$ cat config.mk
export PLATFORM = sky130hd
export DESIGN_NAME = instr_fetch_decode
export DESIGN_NICKNAME = d
export VERILOG_FILES = /design/src/rtl/instr_fetch_decode.sv
export SDC_FILE = /design/constraint.sdc
export NUM_CORES = 1
export LEC_CHECK = 0
export ABC_CLOCK_PERIOD_IN_PS = 10200
export CAP_MARGIN = 20
export CORE_MARGIN = 4
export CORE_UTILIZATION = 45
export CTS_CLUSTER_DIAMETER = 200
export CTS_CLUSTER_SIZE = 28
export DETAILED_ROUTE_END_ITERATION = 10
export DONT_BUFFER_PORTS = 1
export GPL_TIMING_DRIVEN = 0
export MAX_ROUTING_LAYER = met4
export SLEW_MARGIN = 20
export SYNTH_ARGS = -nofsm -noshare
export SYNTH_HDL_FRONTEND = slang
export SYNTH_SLANG_ARGS = --single-unit
export TNS_END_PERCENT = 20
$ cat constraint.sdc
create_clock -name clk -period 10.2 [get_ports clk]
set_input_delay 3.06 -clock clk [delete_from_list [all_inputs] [get_ports clk]]
set_output_delay 3.06 -clock clk [all_outputs]
set_load 0.03 [all_outputs]
$ cat src/rtl/instr_fetch_decode.sv
// instr_fetch_decode: program memory walker that decodes MIPS words into class/dest/wen records over valid/ready.
// Optional IFD_JUMP_FOLLOW_EN makes J-class records redirect the pc to their target.
module instr_fetch_decode #(
  parameter int DEPTH = 8,
  parameter int ADDR_W = 3,
  parameter int MAX_ISSUE = 16
) (
  input  logic              clk,
  input  logic              rst_n,
  input  logic              prog_we,
  input  logic [ADDR_W-1:0] prog_addr,
  input  logic [31:0]       prog_wdata,
  input  logic [ADDR_W:0]   prog_len,
  input  logic              start,
  output logic              out_valid,
  input  logic              out_ready,
  output logic [31:0]       out_instr,
  output logic [ADDR_W-1:0] out_pc,
  output logic [1:0]        out_cls,
  output logic [4:0]        out_dest,
  output logic              out_wen,
  output logic              busy,
  output logic              done
);
  typedef enum logic [1:0] {IDLE, FETCH, ISSUE, DONE} state_t;
  localparam logic [ADDR_W:0] DEP = DEPTH[ADDR_W:0];
  localparam logic [ADDR_W:0] ONE = 1;
  localparam logic [7:0] MAX_I = MAX_ISSUE[7:0];
  state_t state, state_nxt;
  logic [31:0] mem [DEPTH];
  logic [ADDR_W:0] len, nxt;
  logic [ADDR_W-1:0] pc;
  logic [7:0] issued;
  logic [31:0] w;
  logic [5:0] op;
  logic [4:0] dd;
  logic [1:0] cc;
  logic ww, hs, last, jmp, go;
  always_ff @(posedge clk)
    if (prog_we && !busy) mem[prog_addr] <= prog_wdata;
  always_comb begin
    w = mem[pc];
    op = w[31:26];
    cc = (op == 6'h00) ? 2'd0 : (op == 6'h02 || op == 6'h03) ? 2'd2 : 2'd1;
    dd = (op == 6'h00) ? w[15:11] : (op == 6'h03) ? 5'd31 : (op == 6'h02) ? 5'd0 : w[20:16];
    ww = (op == 6'h03) | (dd != 5'd0 && cc != 2'd2 && !(op == 6'h04 || op == 6'h05 || op == 6'h2B));
  end
`ifdef IFD_JUMP_FOLLOW_EN
  assign jmp = out_cls == 2'd2;
`else
  assign jmp = 1'b0;
`endif
  // End test runs in ADDR_W+1 bits so a wrapping pc still terminates at len == DEPTH.
  assign nxt = jmp ? {1'b0, out_instr[ADDR_W-1:0]} : {1'b0, pc} + ONE;
  assign last = (nxt >= len) || (issued + 8'd1 == MAX_I);
  assign hs = out_valid & out_ready;
  assign go = (state == IDLE || state == DONE) && start;
  always_ff @(posedge clk or negedge rst_n)
    if (!rst_n) state <= IDLE;
    else state <= state_nxt;
  always_comb begin
    state_nxt = state;
    if (go) state_nxt = (prog_len == '0) ? DONE : FETCH;
    else if (state == FETCH) state_nxt = ISSUE;
    else if (state == ISSUE && hs) state_nxt = last ? DONE : FETCH;
    out_valid = state == ISSUE;
    busy = state == FETCH || state == ISSUE;
    done = state == DONE;
  end
  always_ff @(posedge clk or negedge rst_n)
    if (!rst_n) begin
      len <= '0;
      pc <= '0;
      issued <= '0;
      out_instr <= '0;
      out_pc <= '0;
      out_cls <= '0;
      out_dest <= '0;
      out_wen <= 1'b0;
    end else if (go) begin
      len <= (prog_len > DEP) ? DEP : prog_len;
      pc <= '0;
      issued <= '0;
    end else if (state == FETCH) begin
      out_instr <= w;
      out_pc <= pc;
      out_cls <= cc;
      out_dest <= dd;
      out_wen <= ww;
    end else if (state == ISSUE && hs) begin
      issued <= issued + 8'd1;
      pc <= nxt[ADDR_W-1:0];
    end
endmodule

## Word level (Yosys, flattened, before mapping)

Memories as Yosys holds them, arrays and structs flattened.
Cells that the tools add are included.

- $mul: 0
- $add $sub $neg: 2
- Muxes and demuxes: 19
- Divide/modulo/power cells: 0
- Bitwise operators: 3
- Magnitude comparators: 2
- Equal/unequal tests: 11
- Shift operators: 0
- Reduce and logical (&&, ||, !) cells: 21

Operators by type and width:

| kind | number |
|---|---|
| $mux 8 | 3 |
| $mux 5 | 3 |
| $mux 2 | 7 |
| $eq 6x2->1 const B | 2 |
| $eq 6x3->1 const B | 2 |
| $mux 3 | 3 |
| $add 8x1->8 const B | 1 |
| $eq 8x5->1 const B | 1 |
| $eq 6x6->1 const B | 1 |
| $logic_not 6->1 | 1 |
| $logic_or 1x1->1 | 6 |
| $logic_and 1x1->1 | 5 |
| $reduce_bool 5->1 | 1 |
| $add 3x1->4 const B | 1 |
| $eq 2x2->1 const B | 2 |
| $ge 4x4->1 | 1 |
| $gt 4x4->1 const B | 1 |
| $logic_not 4->1 | 1 |
| $mux 4 | 1 |
| $ne 2x2->1 const B | 2 |
| $reduce_and 2->1 | 2 |
| $reduce_bool 3->1 | 1 |
| $eq 2x1->1 const B | 1 |
| $logic_not 1->1 | 2 |
| other kinds (6) | 7 |

- Memories kept: 1
- Output and inout bits: 46
- Register bits: 60
- Bits of input ports: 44
- RAM bits: 256
- Bits in read-only memories: 0
- Word-level logic and storage cells: 68
- Latch bits: 0

Memories:

| memory | words | width | rd ports | clocked after memory_dff | write ports | line | text |
|---|---|---|---|---|---|---|---|
| mem | 8 | 32 | 1 | 0 | 1 | 30 | `logic [31:0] mem [DEPTH];` |

## Logic depth before layout (Yosys ltp)

An unclocked memory read counts as a cell.

- Depth after elaboration: 9
- Mapped depth: 10
- Mapped depth without buffers: 8

## Worst setup path after synthesis

No wires, ideal clock.

- Path kind: in2reg
- Start point: in prog_addr[1]
- End point: mem mem[1][0], enable pin
- Stages on the path: 2
- Required time: 9739 ps
- Library setup time: 461 ps
- Buffers on the path: 0
- Path slack: 4312 ps
- Arrival time: 5427 ps
- Cells stage by stage: nand2b_1 > nor3_1

RTL lines:

| item | line | text |
|---|---|---|
| start, declared | 11 | `input logic [ADDR_W-1:0] prog_addr,` |
| end, declared | 30 |  |

No word-level cell before the write port.

## Worst setup path after layout

- Start point: reg state[0]
- End point: out busy

- Word-level cells in the longest chain between the ends: 2
- Elaborated cells between the ends (all ways): 3
- Those cells by class: 2 x eq/ne; 1 x reduce/logical

Ends and longest elaborated chain:

| item | line | text |
|---|---|---|
| start, declared | 29 | `state_t state, state_nxt;` |
| start signal, assigned | 60 | `else state <= state_nxt;` |
| $eq 2x1->1 or $eq 2x2->1 (tied branches) | 67 | `busy = state == FETCH \|\| state == ISSUE;` |
| $logic_or 1x1->1 * | 67 |  |
| end, declared | 22 | `output logic busy,` |

Every way passes the cells marked *; elsewhere a longest branch is shown, timed or not.

==> flow_metrics.tcl <==
set metrics [dict create \
    nFillCells 2170 \
    r2r_cells 8 \
    cpMostUsedCell "inv_1" \
    ys_top_cells_by_count "256 x edfxtp_1, 62 x mux4_2, 60 x dfrtp_1" \
    clk_pin_slew_ns 0.11 \
    syn_to_final_growth_pct 10.47 \
    dieHeight_um 173.8 \
    min_path_type "register to register" \
    fin_tns_setup_ns 0 \
    peakVddDrop_uv 111.7 \
    wire_per_inst_um 25.55 \
    arrival_ns 1.59 \
    startpoint_type "register" \
    synth.most_common_cell "edfxtp_1" \
    endpoint_kind "output pin" \
    cts_tree "built" \
    maxCapViolCount 0 \
    worstMarginPinSlew_ns 0.9400 \
    placementRows 60 \
    overflow 0 \
    grt_pass1_wl_um 40550 \
    drt_iter0_markers 383 \
    wl_um 26550 \
    die_x_um 173.8 \
    initial_core_util_pct 45.78 \
    fin_crit_sh_pct 45.56 \
    synthFlopType "edfxtp_1" \
    required_ns 7.14 \
    grt_util_all_layers_pct 18.17 \
    crit_path_top_delay_cell "dfrtp_1" \
    grt_setup_unrepaired "no" \
    finalNetCount 744 \
    dp.cells 1014 \
    avgSynthCellArea_um2 19.06 \
    min_period_ns 4.647 \
    cpPeakStageDelay_ns 0.41 \
    yosysTopAreaCellShare_pct 62.13 \
    grt_max_degree 61 \
    p_seq_share_pct 51.6 \
    synth_area_leaders "edfxtp_1 62%, dfrtp_1 12%, mux4_2 11%" \
    maxSlewHeadroom_pct 37.33 \
    firstDrtPassIters 5 \
    p_clk_share_pct 18.8 \
    swShare_pct 35.13 \
    syn_area_um2 12370 \
    internal-power_uw 2301 \
    fmax_mhz 215.2 \
    antenna_found_initial 0 \
    clock-root-buffer "clkbuf_16" \
    p_leak_uw 0.004485 \
    drc 0 \
    cts_max_path_buffers 3 \
    post_cts_resized 0 \
    numCtsBuffers 15 \
    fin_worst_skew_ns 0.02512 \
    p_switching_uw 1246 \
    crit_buf_inv 2 \
    comb_power_share_pct 29.6 \
    htree_levels 1 \
    post_cts_buffers 0 \
    vias 6077 \
    gp_congestion 0.7783 \
    crit_chain "inv_1 > ha_1 > inv_1" \
    synth_top_area_cell "edfxtp_1" \
    detailed_place_hpwl_um 18330 \
    ys_seq_area_share_pct 74.26 \
    num_antenna_cells 0 \
    worst-path-max-fanout 6 \
    drtAntennaViolNets 0 \
    postLayoutCoreUtil_pct 50.57 \
    clkLatencyLatePin_ns 0.50 \
    cp.depth 3 \
    cts.sinks 316 \
    finalNonFillerCells 1039 \
    hold_buffers 0 \
    yosysWarnings 0 \
    placed_cell_area_um2 13240 \
    ys_types 44 \
    synth_edf_count 256 \
    drv_slew 0 \
    final_cell_area_um2 13670 \
    total_power_uw 3546 \
    finalHoldViolations 0 \
    power.density_nw_per_um2 259.5 \
    async_reset_ff_share_pct 18.99 \
    whs_path_depth 2 \
    synth_seq_cells 316 \
    worstSetupPathType "register to output pin" \
    numPortBuffers 0 \
    vias_per_cell 5.849 \
    die_area_um2 30210 \
    syn_nets 703 \
    layout-drive-gt1-share_pct 21.20 \
    grt_pass1_vias 6307 \
    io_pins 90 \
    crit_family "flip-flops" \
    outcome "completed" \
    setup_viol 0 \
    synth_cells 649 \
    coreArea_um2 27030 \
]
==> area by class of cell <==
type	instances	area, um^2	area share, %
multi-input cells	295	3065	22.43
plain buffers	30	141.4	1.034
clock buffers	24	409.1	2.993
repair buffers	24	386.6	2.829
flip-flops and latches	316	9189	67.23
inverters	8	30.03	0.2197
well taps	341	426.7	3.122
clock inverters	1	20.02	0.1465
==> logic make-up (layout without fill, tap and decap cells) <==
| kind of cell | after synthesis | in the layout | share of synthesized area [%] |
|---|---|---|---|
| AOI/OAI and AO/OA | 67 | 67 | 3.054 |
| xor gates and xnor gates | 2 | 2 | 0.1416 |
| adders and majority gates | 10 | 10 | 1.011 |
| buffers and inverters | 38 | 87 | 1.385 |
| DFF | 316 | 316 | 74.26 |
| muxes | 111 | 111 | 16.13 |
| and+or+nand+nor | 105 | 105 | 4.015 |
==> final timing paths <==
| path | slack, ns | from | to |
|---|---|---|---|
| worst min register to register | 0.50 | len[0]$_DFFE_PN0P_ | len[0]$_DFFE_PN0P_ |
| worst min-delay path | 0.50 | len[0]$_DFFE_PN0P_ | len[0]$_DFFE_PN0P_ |
| max in group asynchronous | 7.84 | rst_n | out_instr[9]$_DFFE_PN0P_ |
| worst max-delay path | 5.55 | state[0]$_DFFE_PN0P_ | busy |
| min in group asynchronous | 2.24 | rst_n | len[0]$_DFFE_PN0P_ |
| worst max register to register | 6.56 | pc[1]$_DFFE_PN0P_ | out_instr[7]$_DFFE_PN0P_ |
==> power by group through the flow <==
stage	clock [uW]	sequential, uW	combinational [uW]
6_report	668	1830	1050
5_1_grt	739	1850	1150
4_1_cts	692	1830	1070
3_5_place_dp	0	1860	1070
3_3_place_gp	0	1860	1010
2_1_floorplan	0	1820	776
==> per-layer routing <==
layer / up-vias / track usage, % / wire length [um]
li1: 2640 / - / -
met1: 3236 / 24.18 / 11250
met2: 168 / 28.47 / 12940
met3: 33 / 4.973 / 1958
met4: 0 / 4.058 / 411
met5: - / - / 0
==> worst register-to-register path, cell delays in order, from the launching register on <==
cell	delay (ns)
dfrtp_1	0.48
buf_1	0.54
buf_2	0.41
buf_2	0.34
buf_2	0.32
buf_1	0.71
mux4_2	0.42
mux2i_1	0.19
a21oi_1	0.10
==> cells in the final DEF, fill, tap and decap left out, types with 5 or more instances in the layout <==
cell type	n
a21oi_1	30
nand2_1	31
buf_2	8
mux4_2	62
dfrtp_1	60
clkbuf_1	21
ha_1	10
o21ai_0	20
nor2_1	35
buf_6	7
nand3_1	6
buf_16	9
clkbuf_16	15
buf_4	10
edfxtp_1	256
buf_1	7
nor2_4	6
and3_1	5
mux2i_1	24
inv_1	7
mux2_2	18
==> registers in the layout (all words and copies together), names as in the netlist <==
signal / flops
out_instr: 32
mem: 256
out_dest: 5
out_pc: 3
issued: 8
state: 2
pc: 3
out_cls: 2
out_wen: 1
len: 4
==> through the flow <==
stage	worst slack (ns)	hold WS, ns
after floorplan	4.312	0.4453
after global placement	1.753	0.4704
after detailed placement	5.426	0.4810
after CTS	5.509	0.5037
after global routing	5.446	0.5293
final	5.553	0.5006
No activity file was read; power rests on OpenSTA's default activity.
